File: src/rtl/sim_reset_seq.sv
// Simulation reset sequencer: holds all stage resets low, then releases them
// one by one with a fixed gap, and timestamps cycles once every stage is out.
module sim_reset_seq #(
  parameter int STAGES      = 2,
  parameter int HOLD_CYCLES = 16,
  parameter int STAGE_GAP   = 4,
  parameter int CNT_WIDTH   = 32
) (
  input  logic                 clk_i,
  input  logic                 rst_ni,
  input  logic                 req_i,
  output logic [STAGES-1:0]    rst_no,
  output logic                 busy_o,
  output logic                 done_o,
  output logic [CNT_WIDTH-1:0] cycle_o
);

  localparam int CNT_MAX = (HOLD_CYCLES > STAGE_GAP) ? HOLD_CYCLES : STAGE_GAP;
  localparam int CW      = $clog2(CNT_MAX + 1);
  localparam logic [CW-1:0] HOLD_LAST = CW'(HOLD_CYCLES - 1);
  localparam logic [CW-1:0] GAP_LAST  = CW'(STAGE_GAP - 1);

  typedef enum logic [1:0] {
    S_HOLD    = 2'd0,
    S_RELEASE = 2'd1,
    S_RUN     = 2'd2
  } state_t;

  state_t               r_state;
  logic [CW-1:0]        r_cnt;
  logic [STAGES-1:0]    r_rst_n;
  logic                 r_busy;
  logic                 r_done;
  logic [CNT_WIDTH-1:0] r_cycle;

  state_t               w_state_nxt;
  logic [CW-1:0]        w_cnt_nxt;
  logic [STAGES-1:0]    w_rst_nxt;
  logic [STAGES-1:0]    w_rst_adv;
  logic [CNT_WIDTH-1:0] w_cycle_nxt;

  // Thermometer advance: releases the lowest stage that is still held.
  always_comb begin
    w_rst_adv    = '0;
    w_rst_adv[0] = 1'b1;
    for (int k = 1; k < STAGES; k++) begin
      w_rst_adv[k] = r_rst_n[k] | r_rst_n[k-1];
    end
  end

  always_comb begin
    w_state_nxt = r_state;
    w_cnt_nxt   = r_cnt;
    w_rst_nxt   = r_rst_n;
    w_cycle_nxt = r_cycle;
    if (req_i) begin
      w_state_nxt = S_HOLD;
      w_cnt_nxt   = '0;
      w_rst_nxt   = '0;
      w_cycle_nxt = '0;
    end else begin
      case (r_state)
        S_HOLD: begin
          if (r_cnt == HOLD_LAST) begin
            w_rst_nxt   = w_rst_adv;
            w_cnt_nxt   = '0;
            w_state_nxt = (&w_rst_adv) ? S_RUN : S_RELEASE;
          end else begin
            w_cnt_nxt = r_cnt + 1'b1;
          end
        end
        S_RELEASE: begin
          if (r_cnt == GAP_LAST) begin
            w_rst_nxt   = w_rst_adv;
            w_cnt_nxt   = '0;
            w_state_nxt = (&w_rst_adv) ? S_RUN : S_RELEASE;
          end else begin
            w_cnt_nxt = r_cnt + 1'b1;
          end
        end
        S_RUN: begin
          if (r_cycle != '1) begin
            w_cycle_nxt = r_cycle + 1'b1;
          end
        end
        default: begin
          w_state_nxt = S_HOLD;
          w_cnt_nxt   = '0;
          w_rst_nxt   = '0;
          w_cycle_nxt = '0;
        end
      endcase
    end
  end

  always_ff @(posedge clk_i) begin
    if (!rst_ni) begin
      r_state <= S_HOLD;
      r_cnt   <= '0;
      r_rst_n <= '0;
      r_busy  <= 1'b1;
      r_done  <= 1'b0;
      r_cycle <= '0;
    end else begin
      r_state <= w_state_nxt;
      r_cnt   <= w_cnt_nxt;
      r_rst_n <= w_rst_nxt;
      r_busy  <= ~&w_rst_nxt;
      r_done  <= &w_rst_nxt;
      r_cycle <= w_cycle_nxt;
    end
  end

  assign rst_no  = r_rst_n;
  assign busy_o  = r_busy;
  assign done_o  = r_done;
  assign cycle_o = r_cycle;

  a_no_x_inputs: assert property (@(posedge clk_i)
    (rst_ni !== 1'b0) |-> !$isunknown({rst_ni, req_i}))
    else $error("sim_reset_seq: X on rst_ni or req_i outside reset");

  a_busy_inv: assert property (@(posedge clk_i) disable iff (rst_ni !== 1'b1)
    busy_o == ~&rst_no);

  a_done_inv: assert property (@(posedge clk_i) disable iff (rst_ni !== 1'b1)
    done_o == &rst_no);

  // A monotonic thermometer code has no set bit above a cleared one.
  a_rst_monotonic: assert property (@(posedge clk_i) disable iff (rst_ni !== 1'b1)
    ((rst_no + STAGES'(1)) & rst_no) == STAGES'(0));

endmodule

File: config.mk
export PLATFORM = sky130hd
export DESIGN_NAME = sim_reset_seq
export DESIGN_NICKNAME = d
export VERILOG_FILES = /design/src/rtl/sim_reset_seq.sv
export SDC_FILE = /design/constraint.sdc
export NUM_CORES = 1
export LEC_CHECK = 0
export ABC_CLOCK_PERIOD_IN_PS = 1950
export CORE_UTILIZATION = 35
export CTS_BUF_LIST = sky130_fd_sc_hd__clkbuf_8 sky130_fd_sc_hd__clkbuf_16
export DETAILED_ROUTE_END_ITERATION = 16
export PLACE_DENSITY = 0.63
export SLEW_MARGIN = 20
export SYNTH_ARGS = -nofsm -noshare
export SYNTH_HDL_FRONTEND = slang
export SYNTH_SLANG_ARGS = --single-unit
export TNS_END_PERCENT = 100
File: constraint.sdc
create_clock -name clk_i -period 1.95 [get_ports clk_i]
set_input_delay 0.585 -clock clk_i [delete_from_list [all_inputs] [get_ports clk_i]]
set_output_delay 0.585 -clock clk_i [all_outputs]
set_load 0.05 [all_outputs]
* After elaboration in Yosys (flattened, before gate mapping)
Cells that the tools add are included.
** Word-level totals
- Flip-flop bits (word level) :: 43
- Output and inout bits :: 36
- Input port bits :: 3
- Word-level logic and storage cells :: 40
** Operators by class
- Add/subtract/negate cells :: 2
- Bitwise logic cells :: 4
- Reductions and logical operators :: 7
- Equality and inequality tests :: 8
- Multiplexer cells :: 13
** Operators with widths (number)
- $pmux 32 s2 :: 1
- $add 32x1->32 const B :: 1
- $mux 32 :: 1
- $ne 32x32->1 const B :: 1
- $pmux 5 s3 :: 1
- $mux 2 :: 6
- $pmux 2 s3 :: 2
- $mux 5 :: 2
- $ne 2x2->1 const B :: 3
- $add 5x1->5 const B :: 1
- $eq 5x2->1 const B :: 1
- $eq 5x4->1 const B :: 1
- $reduce_and 2->1 :: 2
- $reduce_or 2->1 :: 2
- $not 1->1 :: 3
- $reduce_and 3->1 :: 1
- $eq 2x1->1 const B :: 1
- $eq 2x2->1 const B :: 1
- $logic_not 2->1 :: 1
- $logic_not 1->1 :: 1
- $or 1x1->1 :: 1

* Longest topological paths before layout
Gate-level depths: netlist of run 1.
- Depth in word-level cells :: 6
- Depth in mapped cells :: 8
- Mapped depth without buffers :: 8

* Least setup slack after synthesis of run 1
No wires, ideal clock.
- Kind :: reg-to-reg
- Start point :: register r_cycle[0], in the netlist cycle_o[0]
- End point :: register r_cycle[0], in the netlist cycle_o[0]
- Path slack :: -0.544 ns
- Library setup time :: 0.132 ns
- Buffers on the path :: 1
- Stages on the path, launching flop included :: 8
- Clock period less this slack :: 2.494 ns
- Data required time :: 1.818 ns
- Arrival time :: 2.362 ns
- Path through :: dfxtp_1 -> ha_1 -> and4_1 -> nand4_1 -> o31ai_2 -> buf_2 -> or3_1 -> a21oi_1
** Between the ends
- Cells in the longest elaborated chain, start to end :: 3
- Elaborated cells on any way between the ends :: 6
- Those cells by class :: add/sub: 1; eq/ne: 2; mux: 2; reduce/logical: 1
** RTL lines
- from (decl) :: line 34 : logic [CNT_WIDTH-1:0] r_cycle;
- from (signal assigned) :: line 110 : r_cycle <= w_cycle_nxt;
- $add 32x1->32 / $ne 32x32->1 (equally long branches) :: line 83, 82
- $mux 32 / $ne 2x2->1 (equally long branches)
- $pmux 32 s2 / $reduce_and 2->1 (equally long branches)
Several ways; a longest one is shown, not always the timed one. The select of a mux whose other input is x is not followed.
A chain may end at the register's enable or synchronous reset.

* Worst setup path after layout of run 1
- Start point :: register r_cycle[14], in the netlist cycle_o[14]
- End point :: register r_cycle[25], in the netlist cycle_o[25]
Same word-level chain as after synthesis.

==> results of run 1 <==
where the power goes:
group / internal (mW) / total (mW) / switching [mW]
logic: 0.0186 / 0.0420 / 0.0235
registers: 0.858 / 0.859 / 0.00128
clock network: 0.363 / 0.687 / 0.323
total: 1.24 / 1.59 / 0.348
layer usage:
metal  vias up  track usage [%]  part of all wire (%)
li1       1228                -                     -
met5         -                0                     0
met1      1159            25.49                    48
met4         0            5.614                   1.2
met2        49            29.75                    47
met3         6            3.889                   4.3
critical path, stage by stage (launching register included):
cell and delay [ns]:
dfxtp_4 0.37, nand2_2 0.06, or4_4 0.54, a2111o_1 0.41, or3_1 0.35, a21oi_1 0.15
final timing paths:
check,start,to,cells after the start
setup / recovery,cycle_o[14],cycle_o[25],5
hold / removal,cycle_o[11],cycle_o[11],2
hold reg to reg,cycle_o[11],cycle_o[11],2
setup reg to reg,cycle_o[14],cycle_o[25],5
cell usage after synthesis, drive strengths merged, types with 4 or more instances:
cell    count
a21oi      33
and4        5
clkbuf      7
dfxtp      43
ha          5
inv         9
nand2      21
nand2b      4
nand3      13
nand4      11
nor2       20
nor3        7
nor4        5
o21ai      18
o31ai      10
or3        15
or4        13
cells in the final DEF (no fill, tap or decap), types with 2 or more instances in the layout:
cell / n
a21oi_1: 32
and3_1: 2
and4_1: 4
buf_12: 2
buf_4: 91
buf_6: 3
clkbuf_8: 6
clkdlybuf4s50_1: 2
dfxtp_1: 12
dfxtp_2: 16
dfxtp_4: 15
ha_1: 4
inv_1: 9
nand2_1: 20
nand2b_1: 4
nand3_1: 11
nand3_2: 2
nand4_1: 11
nor2_1: 20
nor2b_1: 3
nor3_1: 5
nor3_2: 2
nor4_1: 2
nor4_2: 2
o211ai_1: 2
o21ai_0: 9
o21ai_1: 9
o311ai_0: 2
o31ai_1: 9
or3_1: 14
or4_1: 9
or4_4: 4
xnor2_1: 3
xor2_1: 2
cell families (layout without fill, tap and decap cells):
group / after synthesis / in the layout / synth area share (%)
AOI/OAI and AO/OA: 74 / 74 / 19.90
buffers and inverters: 19 / 115 / 3.373
adders and majority gates: 5 / 5 / 2.811
and+or+nand+nor: 126 / 126 / 32.32
xor gates and xnor gates: 5 / 5 / 1.968
DFF: 43 / 43 / 38.67
muxes: 2 / 2 / 0.9556
final cells by class:
type	instances	area [µm²]
Clock buffer	7	107.6
Multi-Input combinational cell	212	1374
Sequential cell	43	937.1
Fill cell	585	2698
Clock inverter	1	5.005
Inverter	9	33.78
Tap cell	75	93.84
Timing Repair Buffer	98	777.0
flip-flops by register name, summed over array words and instances, names as in the netlist:
| name | flops |
|---|---|
| r_state | 2 |
| cycle_o | 32 |
| busy_o | 1 |
| r_cnt | 5 |
| done_o | 1 |
| rst_no | 2 |
what timing repair did:
action	CTS	global route
setup endpoints to repair	10	21
resized for setup	1	16
pin swaps	3	10
buffers inserted	2	6
==> flow_summary.json, run 1 <==
{
  "status": "complete, no violations",
  "cp_max_fo": 6,
  "layout_setup_ws_ns": 0.004284,
  "yosys_register_bits": 43,
  "r2r_setup_slack_ns": 0.004,
  "core-area_um2": 6026,
  "synth_edf_count": 0,
  "totalWireLength_mm": 6.067,
  "dr.pass1.iters": 4,
  "power_density_nw_per_um2": 477.0,
  "final_cells": 445,
  "setup_viol": 0,
  "peakVddDrop_uv": 360.0,
  "hold_slack_ns": 0.4953,
  "syn-num-nets": 282,
  "clock-root-buffer": "clkbuf_8",
  "post-route-min-period_ns": 1.946,
  "clock.fmax_ghz": 0.5140,
  "p_total_mw": 1.588,
  "cts.sinks": 43,
  "die_w_um": 81.75,
  "finalNetCount": 377,
  "portBuffers": 38,
  "globalplace.congestion": 0.8680,
  "cts_buffer_depth": 2,
  "grt_pass1_wl_mm": 9.729,
  "n_antenna_cell": 0,
  "die_y_um": 81.75,
  "postRouteAntennaNets": 0,
  "synth-async-reset-ratio_pct": 0,
  "fin_crit_sh_pct": 99.78,
  "grt.total_usage_pct": 18.80,
  "endpoint_kind": "flop",
  "antenna_found_initial": 0,
  "hold_class": "flop to flop",
  "cp.required_ns": 2.18,
  "ys_warn_count": 0,
  "drc": 0,
  "dp_hpwl_mm": 4.458,
  "worstSetupStartpointType": "flop",
  "syn_area_um2": 2226,
  "syn_inst": 274,
  "die_area_um2": 6682,
  "drt-vias-per-instance": 5.488,
  "synth_top_cell_by_area": "dfxtp_1",
  "finalHoldViolCount": 0,
  "drv_cap": 0,
  "drv_slew": 0,
  "post_dp_cell_area_um2": 3073,
  "dr.first_iter.drc_count": 138,
  "cts_tree": "built",
  "rsz0062_at_grt": "yes",
  "critPathKind": "flop to flop",
  "clock_skew_ns": 0.006808,
  "final_cell_area_um2": 3328,
  "dp_cells": 429,
  "cts_hold_buf": 0,
  "gr-total-overflow": 0,
  "grt_max_degree": 15,
  "synth_top_area_share_pct": 38.67,
  "worstPathArrival_ns": 2.17,
  "grt_pass1_vias": 2110,
  "rows": 28,
  "io_pins": 39,
  "cts_buffers": 5,
  "synth.avg_cell_area_um2": 8.124,
  "worst_pin_slew_ns": 0.4421,
  "post_drt_wl_per_cell_um": 13.63,
  "synth_ff_type": "dfxtp_1",
  "initial_core_util_pct": 36.94,
  "yosys-top-cells-area": "dfxtp_1, a21oi_1, or3_1",
  "clkLatencyLatePin_ns": 0.30,
  "cts.clk_slew.worst_paths_ns": 0.09,
  "ctsHtreeMaxLevel": 2,
  "leakage_nw": 1.228,
  "final_util_pct": 55.23,
  "syn_to_final_growth_pct": 49.52,
  "drive_above_1_share_pct": 42.16,
  "num_vias": 2442,
  "pre_cts_ws_ns": -0.06650,
  "maxSlewHeadroom_pct": 70.33,
  "ys_types": 45,
  "ys_seq_area_share_pct": 38.67,
  "setup_tns_ns": 0
}
Note: power is estimated with default switching activity, not from simulation.
==> run 2, diff against run 1 <==
--- a/config.mk
+++ b/config.mk
@@ -9,7 +9,7 @@
 export CORE_UTILIZATION = 35
 export CTS_BUF_LIST = sky130_fd_sc_hd__clkbuf_8 sky130_fd_sc_hd__clkbuf_16
 export DETAILED_ROUTE_END_ITERATION = 16
-export PLACE_DENSITY = 0.63
+export PLACE_DENSITY = 0.58
 export SLEW_MARGIN = 20
 export SYNTH_ARGS = -nofsm -noshare
 export SYNTH_HDL_FRONTEND = slang
==> flow_summary.json, run 2 (same netlist as run 1, synthesis figures left out) <==
{
  "dr.pass1.iters": 4,
  "cts_buffer_depth": 2,
  "fin_crit_sh_pct": 98.19,
  "worst_pin_slew_ns": 0.3516,
  "cp_max_fo": 8,
  "power_density_nw_per_um2": 432.2,
  "pre_cts_ws_ns": -0.06475,
  "worstSetupStartpointType": "flop",
  "post_drt_wl_per_cell_um": 14.13,
  "largest_reg_flops": 32,
  "grt_pass1_wl_mm": 10.11,
  "critPathKind": "flop to flop",
  "io_pins": 39,
  "dr.first_iter.drc_count": 129,
  "antenna_found_initial": 0,
  "leakage_nw": 1.269,
  "grt_max_degree": 15,
  "post-route-min-period_ns": 1.915,
  "worstPathArrival_ns": 2.14,
  "drv_cap": 0,
  "drive_above_1_share_pct": 45.91,
  "internal-power_mw": 1.124,
  "setup_viol": 0,
  "num_vias": 2443,
  "die_w_um": 81.75,
  "n_antenna_cell": 0,
  "finalNetCount": 386,
  "final_cells": 454,
  "p_sw_share_pct": 23.81,
  "post_dp_cell_area_um2": 3103,
  "cts.clk_slew.worst_paths_ns": 0.09,
  "rows": 28,
  "globalplace.congestion": 0.7994,
  "initial_core_util_pct": 36.94,
  "syn_to_final_growth_pct": 53.34,
  "grt_pass1_vias": 2147,
  "fillCellCount": 568,
  "dp_cells": 433,
  "die_area_um2": 6682,
  "totalWireLength_mm": 6.413,
  "pwr-share-clk_pct": 38.7,
  "finalHoldViolCount": 0,
  "ctsHtreeMaxLevel": 2,
  "drt-vias-per-instance": 5.381,
  "rsz0062_at_grt": "yes",
  "dp_hpwl_mm": 4.523,
  "drc": 0,
  "status": "complete, no violations",
  "setup_tns_ns": 0,
  "endpoint_kind": "flop",
  "clkLatencyLatePin_ns": 0.30,
  "hold_class": "flop to flop",
  "portBuffers": 38,
  "final_cell_area_um2": 3413,
  "clock-root-buffer": "clkbuf_8",
  "cp.required_ns": 2.17,
  "cts.sinks": 43,
  "final_cell_mix": "buf_4, a21oi_1, nor2_1",
  "mostFrequentLayoutCell": "buf_4",
  "clock_skew_ns": 0.004781,
  "clock.fmax_ghz": 0.5223,
  "layout_setup_ws_ns": 0.03535,
  "gr-total-overflow": 0,
  "p_seq_share_pct": 58.3,
  "p_total_mw": 1.475,
  "cts_buffers": 5,
  "core-area_um2": 6026,
  "postRouteAntennaNets": 0,
  "cts_tree": "built",
  "hold_slack_ns": 0.4977,
  "grt.total_usage_pct": 19.58,
  "p_sw_mw": 0.3513,
  "combPwrFrac_pct": 3.0,
  "peakVddDrop_uv": 478.0,
  "final_util_pct": 56.64,
  "die_y_um": 81.75,
  "drv_slew": 0,
  "maxSlewHeadroom_pct": 76.35
}
## run 2: changes by cell type in the layout (fill, tap and decap cells not counted), sizes merged
cell / previous run / this run
buf: 96 / 105
clkbuf: 7 / 5
inv: 9 / 11
## run 2: metal layers
layer  up-vias  GRT usage, %  wire (µm)
met1      1147         26.62       3074
met5         -             0          0
met4         0         4.912         94
li1       1246             -          -
met3         8         3.556        199
met2        42         31.74       3045
## run 2: final cells by class
class	count	area (µm²)	area share, %
clock buffers	5	68.82	2.016
clock inverters	3	15.01	0.4399
repair buffers	107	854.6	25.04
well taps	75	93.84	2.749
flip-flops and latches	43	942.2	27.60
inverters	9	33.78	0.9897
multi-input cells	212	1405	41.17
## run 2: power groups by stage
stage / combinational (mW) / clock, mW / sequential, mW
finish: 0.0448 / 0.571 / 0.860
CTS: 0.0420 / 0.586 / 0.861
global placement: 0.0410 / 0 / 0.882
floorplan: 0.0203 / 0 / 0.882
global route: 0.0502 / 0.622 / 0.860
detailed placement: 0.0418 / 0 / 0.882
## run 2: final timing paths
check | end | from | cells past startpoint | slack (ns)
min reg2reg | cycle_o[27] | cycle_o[27] | 2 | 0.50
max reg2reg | cycle_o[19] | cycle_o[1] | 6 | 0.04
max | cycle_o[19] | cycle_o[1] | 6 | 0.04
min | cycle_o[27] | cycle_o[27] | 2 | 0.50
## run 2: repair_timing
item	in CTS	in global routing
pin swaps	3	13
endpoints found under the setup margin	16	24
cloned	0	1
setup buffers	1	11
hold buffers	0	0
resized for setup	4	33
## run 2: worst max-delay path, stage by stage (launching register included)
cell     delay (ns)
dfxtp_4        0.37
buf_4          0.12
nand2_2        0.05
or3_4          0.34
or2_4          0.31
or4_1          0.50
a21oi_1        0.16
==> run 3, diff against run 2 <==
--- a/config.mk
+++ b/config.mk
@@ -7,7 +7,6 @@
 export LEC_CHECK = 0
 export ABC_CLOCK_PERIOD_IN_PS = 1950
 export CORE_UTILIZATION = 35
-export CTS_BUF_LIST = sky130_fd_sc_hd__clkbuf_8 sky130_fd_sc_hd__clkbuf_16
 export DETAILED_ROUTE_END_ITERATION = 16
 export PLACE_DENSITY = 0.58
 export SLEW_MARGIN = 20
==> flow_summary.json, run 3 (same netlist as run 1, synthesis figures left out) <==
{
  "p_seq_share_pct": 58.1,
  "status": "complete, no violations",
  "combPwrFrac_pct": 3.0,
  "portBuffers": 38,
  "r2r_setup_slack_ns": 0.05,
  "grtUsageMet3_pct": 3.556,
  "cts_buffers": 5,
  "power_density_nw_per_um2": 432.4,
  "dp_cells": 433,
  "drt-vias-per-instance": 5.383,
  "grt_pass1_wl_mm": 10.11,
  "die_w_um": 81.75,
  "p_sw_share_pct": 23.66,
  "largest_reg_flops": 32,
  "peakVddDrop_uv": 477.6,
  "setup_tns_ns": 0,
  "cts_tree": "built",
  "gr-total-overflow": 0,
  "grt_max_degree": 15,
  "rows": 28,
  "endpoint_kind": "flop",
  "final_cells": 454,
  "internal-power_mw": 1.129,
  "die_y_um": 81.75,
  "grt.met1_usage_pct": 26.62,
  "clock-root-buffer": "clkbuf_8",
  "critical_path.max_stage_delay_ns": 0.52,
  "cp_slowest_cell": "or4_4",
  "final_util_pct": 56.77,
  "met2_usage_pct": 31.74,
  "antenna_found_initial": 0,
  "fillCellCount": 567,
  "leakage_nw": 1.266,
  "dr.pass1.iters": 4,
  "finalHoldViolCount": 0,
  "clock.fmax_ghz": 0.5257,
  "drv_cap": 0,
  "cp.required_ns": 2.18,
  "p_total_mw": 1.479,
  "initial_core_util_pct": 36.94,
  "crit_buf_inv": 1,
  "rsz0062_at_grt": "yes",
  "drc": 0,
  "num_vias": 2444,
  "finalNetCount": 386,
  "final_cell_area_um2": 3421,
  "drv_slew": 0,
  "totalWireLength_mm": 6.397,
  "grt.busiest_layer": "met2",
  "cp_top_family": "simple AND/OR/NAND/NOR gates",
  "fin_crit_sh_pct": 97.56,
  "grt.total_usage_pct": 19.58,
  "core-area_um2": 6026,
  "dr.first_iter.drc_count": 108,
  "cts.clk_slew.worst_paths_ns": 0.09,
  "worstSetupStartpointType": "flop",
  "worst_pin_slew_ns": 0.3504,
  "p_sw_mw": 0.3499,
  "worstPathArrival_ns": 2.13,
  "globalplace.congestion": 0.7994,
  "clkLatencyLatePin_ns": 0.30,
  "final_cell_mix": "buf_4, a21oi_1, nor2_1",
  "critPathKind": "flop to flop",
  "cts_hold_buf": 0,
  "clock_skew_ns": 0.004627,
  "cts_buffer_depth": 2,
  "n_antenna_cell": 0,
  "dp_hpwl_mm": 4.523,
  "mostFrequentLayoutCell": "buf_4",
  "die_area_um2": 6682,
  "syn_to_final_growth_pct": 53.68,
  "hold_slack_ns": 0.4980,
  "post-route-min-period_ns": 1.902,
  "grt_pass1_vias": 2147,
  "setup_viol": 0,
  "ctsHtreeMaxLevel": 2,
  "layout_setup_ws_ns": 0.04760,
  "hold_class": "flop to flop",
  "cts.sinks": 43,
  "pwr-share-clk_pct": 38.8,
  "cp_cell_sequence": "buf_4 > nand2_2 > or3_4 > or2_4 > or4_4 > a21oi_2",
  "postRouteAntennaNets": 0,
  "pre_cts_ws_ns": -0.06475,
  "drive_above_1_share_pct": 46.44,
  "post_dp_cell_area_um2": 3103,
  "post_drt_wl_per_cell_um": 14.09,
  "io_pins": 39,
  "maxSlewHeadroom_pct": 76.43,
  "cp_max_fo": 8
}
run 3: cell types whose count changed in the layout (fill, tap and decap cells not counted):
cell,delta
or4_1,-1
clkbuf_1,+1
a21oi_1,-1
inv_1,-1
a21oi_2,+1
or4_4,+1
run 3: routing by layer:
layer,vias to the layer above,part of all wire (%)
met1,1147,48
met4,0,1.4
met5,-,0
met3,8,3.1
li1,1247,-
met2,42,47
run 3: timing repair:
item,CTS,global route
gates cloned,0,1
pin swaps,3,14
resized for setup,4,35
setup endpoints to repair,16,24
buffers inserted,1,11
endpoints found under the hold margin,0,0
run 3: path summary, 6_finish.rpt:
kind	start	to	cells after the start
max	cycle_o[1]	cycle_o[23]	6
min	cycle_o[27]	cycle_o[27]	2
max reg2reg	cycle_o[1]	cycle_o[23]	6
min reg2reg	cycle_o[27]	cycle_o[27]	2
run 3: power groups by stage:
stage               sequential [mW]  combinational (mW)  clock, mW
finish                        0.860              0.0450      0.574
CTS                           0.861              0.0420      0.591
global route                  0.860              0.0505      0.627
floorplan                     0.882              0.0203          0
global placement              0.882              0.0410          0
detailed placement            0.882              0.0418          0
run 3: worst register-to-register path: cells and delay by family, from the launching register on:
| family | cells | cell delay, ns |
|---|---|---|
| AND/OR/NAND/NOR | 4 | 1.22 |
| flip-flops | 1 | 0.37 |
| AO/OA/AOI/OAI | 1 | 0.14 |
| buffers and inverters | 1 | 0.12 |
run 3: area by class of cell:
type	count	area, µm²	share of cell area (%)
Tap cell	75	93.84	2.743
Sequential cell	43	942.2	27.54
Inverter	9	33.78	0.9876
Timing Repair Buffer	107	854.6	24.98
Multi-Input combinational cell	212	1413	41.29
Clock buffer	6	72.57	2.121
Clock inverter	2	11.26	0.3292
